<file path="config.mk">
export PLATFORM = sky130hd
export DESIGN_NAME = chess_game_sequencer
export DESIGN_NICKNAME = d
export VERILOG_FILES = /design/src/rtl/chess_game_sequencer.sv
export SDC_FILE = /design/constraint.sdc
export NUM_CORES = 1
export LEC_CHECK = 0
export CAP_MARGIN = 10
export CORE_MARGIN = 4
export CORE_UTILIZATION = 45
export CTS_CLUSTER_DIAMETER = 120
export CTS_CLUSTER_SIZE = 24
export DETAILED_ROUTE_END_ITERATION = 8
export PLACE_DENSITY = 0.79
export SKIP_CTS_REPAIR_TIMING = 1
export SLEW_MARGIN = 30
export SYNTH_ARGS = -nofsm -noshare
export SYNTH_HDL_FRONTEND = slang
export SYNTH_SLANG_ARGS = --single-unit
</file>
<file path="constraint.sdc">
create_clock -name CLK -period 2.7 [get_ports CLK]
set_input_delay 0.54 -clock CLK [delete_from_list [all_inputs] [get_ports CLK]]
set_output_delay 0.54 -clock CLK [all_outputs]
set_load 0.1 [all_outputs]
</file>
<file path="src/rtl/chess_game_sequencer.sv">
// ============================================================================
// chess_game_sequencer: game-level FSM that drives two player timers.
// Optional Fischer increment feature: define FISCHER_INC_EN.
// Revision: 1.0
// ============================================================================
`default_nettype none

module chess_game_sequencer #(
  parameter int INC_SEC = 2,
  parameter int MOVE_W  = 10
) (
  input  logic              CLK,
  input  logic              CLR,
  input  logic              CE,
  input  logic              START,
  input  logic              PAUSE,
  input  logic              BTN_P1,
  input  logic              BTN_P2,
  input  logic              OV1,
  input  logic              OV2,
  output logic              ENABLE1,
  output logic              ENABLE2,
  output logic              INC1,
  output logic              INC2,
  output logic              FLAG1,
  output logic              FLAG2,
  output logic              END,
  output logic [MOVE_W-1:0] MOVES,
  output logic [2:0]        STATE
);

  typedef enum logic [2:0] {
    S_IDLE    = 3'd0,
    S_RUN1    = 3'd1,
    S_RUN2    = 3'd2,
    S_PAUSED  = 3'd3,
    S_INC     = 3'd4,
    S_FLAGGED = 3'd5
  } state_t;

  state_t              state_q, state_d;
  logic [MOVE_W-1:0]   moves_q, moves_d;
  logic                saved_q, saved_d;     // 1: paused from RUN2
  logic                start_q, pause_q, btn1_q, btn2_q;
  logic                en1_q, en2_q, flag1_q, flag2_q, end_q;
  logic                en1_d, en2_d, flag1_d, flag2_d, end_d;
  logic                start_e, pause_e, btn1_e, btn2_e;
  logic [MOVE_W-1:0]   moves_inc;

  assign start_e   = START  & ~start_q;
  assign pause_e   = PAUSE  & ~pause_q;
  assign btn1_e    = BTN_P1 & ~btn1_q;
  assign btn2_e    = BTN_P2 & ~btn2_q;
  assign moves_inc = (&moves_q) ? moves_q : moves_q + MOVE_W'(1'b1);

`ifdef FISCHER_INC_EN
  logic       mover_q, mover_d;              // 1: player 2 just moved
  logic [3:0] cnt_q, cnt_d;
  logic       inc1_q, inc2_q, inc1_d, inc2_d;
`endif

  always_comb begin
    state_d = state_q;
    moves_d = moves_q;
    saved_d = saved_q;
    flag1_d = flag1_q;
    flag2_d = flag2_q;
`ifdef FISCHER_INC_EN
    mover_d = mover_q;
    cnt_d   = cnt_q;
`endif
    case (state_q)
      S_IDLE: begin
        if (start_e) begin
          state_d = S_RUN1;
          moves_d = '0;
        end
      end
      S_RUN1: begin
        if (OV1) begin
          state_d = S_FLAGGED;
          flag1_d = 1'b1;
        end else if (btn1_e) begin
          moves_d = moves_inc;
`ifdef FISCHER_INC_EN
          state_d = S_INC;
          mover_d = 1'b0;
          cnt_d   = 4'(INC_SEC);
`else
          state_d = S_RUN2;
`endif
        end else if (pause_e) begin
          state_d = S_PAUSED;
          saved_d = 1'b0;
        end
      end
      S_RUN2: begin
        if (OV2) begin
          state_d = S_FLAGGED;
          flag2_d = 1'b1;
        end else if (btn2_e) begin
          moves_d = moves_inc;
`ifdef FISCHER_INC_EN
          state_d = S_INC;
          mover_d = 1'b1;
          cnt_d   = 4'(INC_SEC);
`else
          state_d = S_RUN1;
`endif
        end else if (pause_e) begin
          state_d = S_PAUSED;
          saved_d = 1'b1;
        end
      end
      S_PAUSED: begin
        if (pause_e) begin
          state_d = saved_q ? S_RUN2 : S_RUN1;
        end else if (start_e) begin
          state_d = S_IDLE;
        end
      end
`ifdef FISCHER_INC_EN
      // Counter holds the pulses still to emit, including the current one.
      S_INC: begin
        if (cnt_q <= 4'd1) begin
          state_d = mover_q ? S_RUN1 : S_RUN2;
        end else begin
          cnt_d = cnt_q - 4'd1;
        end
      end
`endif
      S_FLAGGED: begin
        if (start_e) begin
          state_d = S_IDLE;
          flag1_d = 1'b0;
          flag2_d = 1'b0;
        end
      end
      default: begin
        state_d = S_IDLE;
        flag1_d = 1'b0;
        flag2_d = 1'b0;
      end
    endcase

    en1_d = (state_d == S_RUN1);
    en2_d = (state_d == S_RUN2);
    end_d = flag1_d | flag2_d;
`ifdef FISCHER_INC_EN
    inc1_d = (state_d == S_INC) & ~mover_d;
    inc2_d = (state_d == S_INC) &  mover_d;
`endif
  end

  always_ff @(posedge CLK or negedge CLR) begin
    if (!CLR) begin
      state_q <= S_IDLE;
      moves_q <= '0;
      saved_q <= 1'b0;
      start_q <= 1'b0;
      pause_q <= 1'b0;
      btn1_q  <= 1'b0;
      btn2_q  <= 1'b0;
      en1_q   <= 1'b0;
      en2_q   <= 1'b0;
      flag1_q <= 1'b0;
      flag2_q <= 1'b0;
      end_q   <= 1'b0;
    end else if (CE) begin
      state_q <= state_d;
      moves_q <= moves_d;
      saved_q <= saved_d;
      start_q <= START;
      pause_q <= PAUSE;
      btn1_q  <= BTN_P1;
      btn2_q  <= BTN_P2;
      en1_q   <= en1_d;
      en2_q   <= en2_d;
      flag1_q <= flag1_d;
      flag2_q <= flag2_d;
      end_q   <= end_d;
    end
  end

`ifdef FISCHER_INC_EN
  always_ff @(posedge CLK or negedge CLR) begin
    if (!CLR) begin
      mover_q <= 1'b0;
      cnt_q   <= 4'd0;
      inc1_q  <= 1'b0;
      inc2_q  <= 1'b0;
    end else if (CE) begin
      mover_q <= mover_d;
      cnt_q   <= cnt_d;
      inc1_q  <= inc1_d;
      inc2_q  <= inc2_d;
    end
  end

  assign INC1 = inc1_q;
  assign INC2 = inc2_q;
`else
  assign INC1 = 1'b0;
  assign INC2 = 1'b0;
`endif

  assign ENABLE1 = en1_q;
  assign ENABLE2 = en2_q;
  assign FLAG1   = flag1_q;
  assign FLAG2   = flag2_q;
  assign END     = end_q;
  assign MOVES   = moves_q;
  assign STATE   = state_q;

endmodule

`default_nettype wire
</file>
==> flow_summary.json, run 1 <==
{
  "status": "finished clean",
  "pwr-share-clk_pct": 13.4,
  "seq_area_frac_synth_pct": 43.1,
  "synth.distinct_cells": 44,
  "die_h_um": 62.5,
  "firstDrtPassIters": 4,
  "crit_type": "reg2reg",
  "area_growth_pct": 20.0,
  "worstReg2RegEnd": "MOVES[7]",
  "fillers": 267,
  "maxCapViolCount": 0,
  "drive_gt1_share_pct": 18.7,
  "fp.dieW_um": 62.5,
  "clk_latency_ps": 320,
  "rsz0062_at_grt": "no",
  "clk_pin_slew_ps": 130,
  "cts_tree": "done",
  "pwr-share-comb_pct": 50.3,
  "crit_required_ps": 2960,
  "hold_class": "reg2reg",
  "cp-start-kind": "flop",
  "reg2reg_depth": 5,
  "antenna_found_initial": 0,
  "grt_pass1_wl_um": 5200,
  "crit_arrival_ps": 2410,
  "syn_inst": 145,
  "ys_warn_count": 0,
  "period_share_pct": 79.7,
  "hold_path.startpoint": "END",
  "place_inst": 198,
  "wirelength_um": 2910,
  "io_pins": 29,
  "synth.area.top_cells": "dfrtp_1 43%, o21ai_0 5.2%, a21oi_1 4.5%",
  "p_leak_nw": 0.725,
  "n_antenna_cell": 0,
  "pre_cts_slack_ps": 258,
  "htreeDepth": 1,
  "rows": 19,
  "swShare_pct": 51.2,
  "endpoint_kind": "flop",
  "setup_tns_ps": 0,
  "synth_edf_count": 0,
  "power_mw": 1.25,
  "critPathMaxFanout": 15,
  "synth.cell_area_um2": 1340,
  "worstHoldEndpoint": "END",
  "share_seq_of_total_power_pct": 36.3,
  "gp_congestion": 0.910,
  "final_nets": 182,
  "initial_core_util_pct": 47.6,
  "register_area_um2": 576,
  "vdd_drop_max_mv": 0.406,
  "finalHoldViolations": 0,
  "fmax_ghz": 0.465,
  "ys_ff_latch": 23,
  "skew_ps": 5.98,
  "p_int_mw": 0.611,
  "yosysMostFrequentCell": "dfrtp_1",
  "cts_buffer_depth": 2,
  "synth_top_area_cell": "dfrtp_1",
  "via_per_inst": 6.14,
  "r2r_start": "STATE[2]",
  "syn_avg_cell_area_um2": 9.22,
  "grt_pass1_vias": 1164,
  "drv_slew": 0,
  "reg2reg_slack_ps": 550,
  "synth-main-ff-cell": "dfrtp_1",
  "powerDensity_nw_per_um2": 780,
  "yosysTopAreaCellShare_pct": 43.1,
  "grt_overflow": 0,
  "drt_iter0_drc": 51,
  "hpwl_um": 2180,
  "grt_usage_pct": 16.1,
  "final-setup-viol-count": 0,
  "async_reset_ff_share_pct": 100,
  "core_um2": 2810,
  "portBuffers": 26,
  "root_buffer": "clkbuf_4",
  "multiInputGateArea_um2": 694,
  "ant_nets": 0,
  "wl_per_cell_um": 14.4,
  "ys_top_cells_by_count": "23 x dfrtp_1, 14 x o21ai_0, 12 x a21oi_1, 10 x nand2_1",
  "vias": 1241,
  "fin_cells": 202,
  "setup_ws_ps": 549,
  "cts_buffers": 3,
  "drc": 0,
  "dieArea_um2": 3910,
  "cts_num_sinks": 23,
  "hold_depth": 1,
  "fin_crit_ps": 2150,
  "grt_max_degree": 24,
  "p_switching_mw": 0.640
}
cells by family after synthesis:
group           after synthesis  synth area share [%]
fa+ha+maj                     1                 0.936
compound gates               56                  27.8
simple gates                 44                  19.4
buf+inv                      16                  5.24
mux                           4                  3.28
flops                        23                  43.1
other cells                   1                 0.281
layout by cell type (no fill, tap or decap), types with 2 or more instances in the layout:
| cell | count |
|---|---|
| a211oi_1 | 2 |
| a21o_1 | 3 |
| a21oi_1 | 12 |
| a31oi_1 | 5 |
| a41oi_1 | 2 |
| and4_1 | 2 |
| buf_4 | 21 |
| clkbuf_4 | 3 |
| clkdlybuf4s50_1 | 8 |
| conb_1 | 2 |
| dfrtp_1 | 23 |
| inv_1 | 8 |
| mux2_2 | 3 |
| nand2_1 | 10 |
| nand2b_1 | 7 |
| nand3_1 | 6 |
| nor2_1 | 8 |
| nor2b_1 | 3 |
| o21ai_0 | 14 |
| o2bb2ai_1 | 2 |
| o31ai_1 | 4 |
worst max path at each step:
stage	depth (start not counted)	slack (ps)	end	from
3_5_place_dp	6	260	MOVES[7]	OV1
3_3_place_gp	6	290	MOVES[7]	OV1
5_1_grt	5	340	MOVES[6]	STATE[2]
2_1_floorplan	6	120	MOVES[7]	STATE[0]
4_1_cts	5	570	MOVES[7]	STATE[2]
6_report	5	550	MOVES[7]	STATE[2]
state kept, by name (all words and copies together) (netlist names):
register  count
start_q       1
FLAG2         1
END           1
ENABLE2       1
FLAG1         1
btn1_q        1
btn2_q        1
saved_q       1
ENABLE1       1
MOVES        10
pause_q       1
STATE         3
per-layer routing:
| layer | vias up | global-route usage, % | share of wire (%) |
|---|---|---|---|
| met5 | - | 0 | 0 |
| met4 | 0 | 8.26 | 2.0 |
| met3 | 5 | 1.62 | 4.5 |
| met2 | 40 | 27.0 | 49 |
| met1 | 601 | 20.3 | 45 |
| li1 | 595 | - | - |
cell type report:
cell class | count | share of cell area [%]
sequential | 23 | 35.9
clock buffer | 3 | 1.40
multi-input combinational | 107 | 43.3
inverter | 8 | 1.87
clock inverter | 1 | 0.312
timing repair buffer | 29 | 14.8
tap | 31 | 2.42
metrics by stage:
stage	hold slack [ps]	area, µm²	utilization [%]
final	507	1600	57.2
after global routing	540	1600	57.2
after detailed placement	485	1580	56.2
after floorplan	244	1340	-
after global placement	469	1580	56.2
after CTS	516	1600	57.2
power by group through the flow:
stage               Sequential [mW]  Combinational (mW)  Clock [mW]
floorplan                     0.704               0.248           0
global placement              0.457               0.621           0
detailed placement            0.460               0.626           0
CTS                           0.453               0.629       0.176
global route                  0.466               0.669       0.186
finish                        0.454               0.629       0.168
worst max-delay path, stage by stage, from the launching register on:
cell	delay (ps)
dfrtp_1	620
nor2_1	180
a311o_1	430
nand4b_4	240
or4_1	530
o21ai_1	90
(Power assumes the default switching activity.)
==> run 2: changes to the inputs <==
clock period = 2 ns   (was 2.7 ns; I/O delays follow)
==> flow_summary.json, run 2 (same netlist as run 1, synthesis figures left out) <==
{
  "grt_usage_pct": 16.0,
  "fin_crit_ps": 1900,
  "p_leak_nw": 0.762,
  "clk_pin_slew_ps": 130,
  "largest_reg_flops": 10,
  "path_buf_inv": 0,
  "crit_chain": "nor4bb_2 -> a311o_1 -> and4b_2 -> nand3_2 -> o21ai_0",
  "ant_nets": 0,
  "multiInputGateArea_um2": 727,
  "grt_max_degree": 24,
  "io_pins": 29,
  "crit_required_ps": 2220,
  "register_area_um2": 599,
  "dieArea_um2": 3910,
  "root_buffer": "clkbuf_4",
  "crit_family": "simple AND/OR/NAND/NOR gates",
  "grtUsageMet2_pct": 26.1,
  "final_nets": 191,
  "pre_cts_slack_ps": -181,
  "drc": 0,
  "maxCapViolCount": 0,
  "grt_pass1_vias": 1171,
  "endpoint_kind": "flop",
  "placed_area_um2": 1770,
  "mostFrequentLayoutCells": "24 x buf_4, 14 x o21ai_0, 12 x dfrtp_1, 12 x a21oi_1, 10 x nand2_1",
  "fp.dieW_um": 62.5,
  "clk_latency_ps": 300,
  "n_antenna_cell": 0,
  "wl_per_cell_um": 14.5,
  "portBuffers": 26,
  "crit_arrival_ps": 2120,
  "area_growth_pct": 34.8,
  "final-setup-viol-count": 0,
  "critPathSlowestCell": "dfrtp_4",
  "wirelength_um": 3060,
  "hold_class": "in2async",
  "die_h_um": 62.5,
  "grtUsageMet1_pct": 22.0,
  "status": "finished clean",
  "cts_buffer_depth": 2,
  "htreeDepth": 1,
  "vias": 1239,
  "hpwl_um": 2400,
  "firstDrtPassIters": 4,
  "layout_commonest_cell": "buf_4",
  "setup_ws_ps": 97.3,
  "core_um2": 2810,
  "via_per_inst": 5.87,
  "slowest_delay_ps": 560,
  "grt_overflow": 0,
  "fmax_ghz": 0.526,
  "crit_type": "reg2reg",
  "cts_tree": "done",
  "top_usage_layer": "met2",
  "finalHoldViolations": 0,
  "antenna_found_initial": 0,
  "rows": 19,
  "gp_congestion": 0.898,
  "post-route-util_pct": 64.2,
  "powerDensity_nw_per_um2": 1000,
  "hold_slack_ps": 429,
  "drv_slew": 0,
  "final_cell_area_um2": 1800,
  "fillers": 241,
  "critPathMaxFanout": 11,
  "drt_iter0_drc": 59,
  "vdd_drop_max_mv": 0.544,
  "rsz0062_at_grt": "no",
  "period_share_pct": 95.1,
  "grt_pass1_wl_um": 5240,
  "cp-start-kind": "flop",
  "cts_num_sinks": 23,
  "cts_buffers": 3,
  "use_met3_pct": 2.70,
  "initial_core_util_pct": 47.6,
  "skew_ps": 1.89,
  "drive_gt1_share_pct": 30.6
}
## run 2: cell count changes in the layout (fill, tap and decap cells not counted), moves of 3 or more
cell     delta
dfrtp_4     +4
buf_4       +3
buf_12      +6
dfrtp_1    -11
dfrtp_2     +7
## run 2: area by class of cell
| class | instances | area share (%) |
|---|---|---|
| Clock buffer | 4 | 1.46 |
| Inverter | 8 | 1.67 |
| Multi-Input combinational cell | 107 | 40.3 |
| Sequential cell | 23 | 33.3 |
| Tap cell | 31 | 2.15 |
| Timing Repair Buffer | 38 | 21.1 |
## run 2: power breakdown
part	leakage [nW]	internal [mW]	switching, mW
logic	0.457	0.312	0.646
registers	0.290	0.542	0.0924
clock network	0.0150	0.0777	0.139
## run 2: per-stage QoR
| stage | setup TNS (ps) | total power, mW | instances |
|---|---|---|---|
| 4_1_cts | 0 | 1.81 | 211 |
| 5_1_grt | 0 | 1.91 | 211 |
| 3_5_place_dp | -1620 | 1.60 | 207 |
| 3_3_place_gp | -1040 | 1.58 | 207 |
| 2_1_floorplan | -270 | 1.33 | 146 |
| 6_report | 0 | 1.81 | 211 |
## run 2: path summary, 6_finish.rpt
| kind | startpoint | to | slack, ps | cells past startpoint |
|---|---|---|---|---|
| min | CLR | ENABLE2 | 430 | 2 |
| max | STATE[0] | MOVES[2] | 100 | 5 |
| max in group asynchronous | CLR | MOVES[1] | 1310 | 2 |
| min reg2reg | END | END | 500 | 1 |
| min in group CLK | END | END | 500 | 1 |
| max reg2reg | STATE[0] | MOVES[2] | 100 | 5 |
## run 2: metal layers
metal / share of wire [%] / up-vias / routed length, µm
met4: 0.62 / 0 / 19
met3: 3.6 / 2 / 111
met5: 0 / - / 0
met2: 47 / 26 / 1440
li1: - / 611 / -
met1: 49 / 600 / 1490
==> run 3: changes to the inputs <==
SLEW_MARGIN = not set   (was 30)
==> results of run 3 <==
No change in the layout: final DEF, timing and power equal those of run 2.
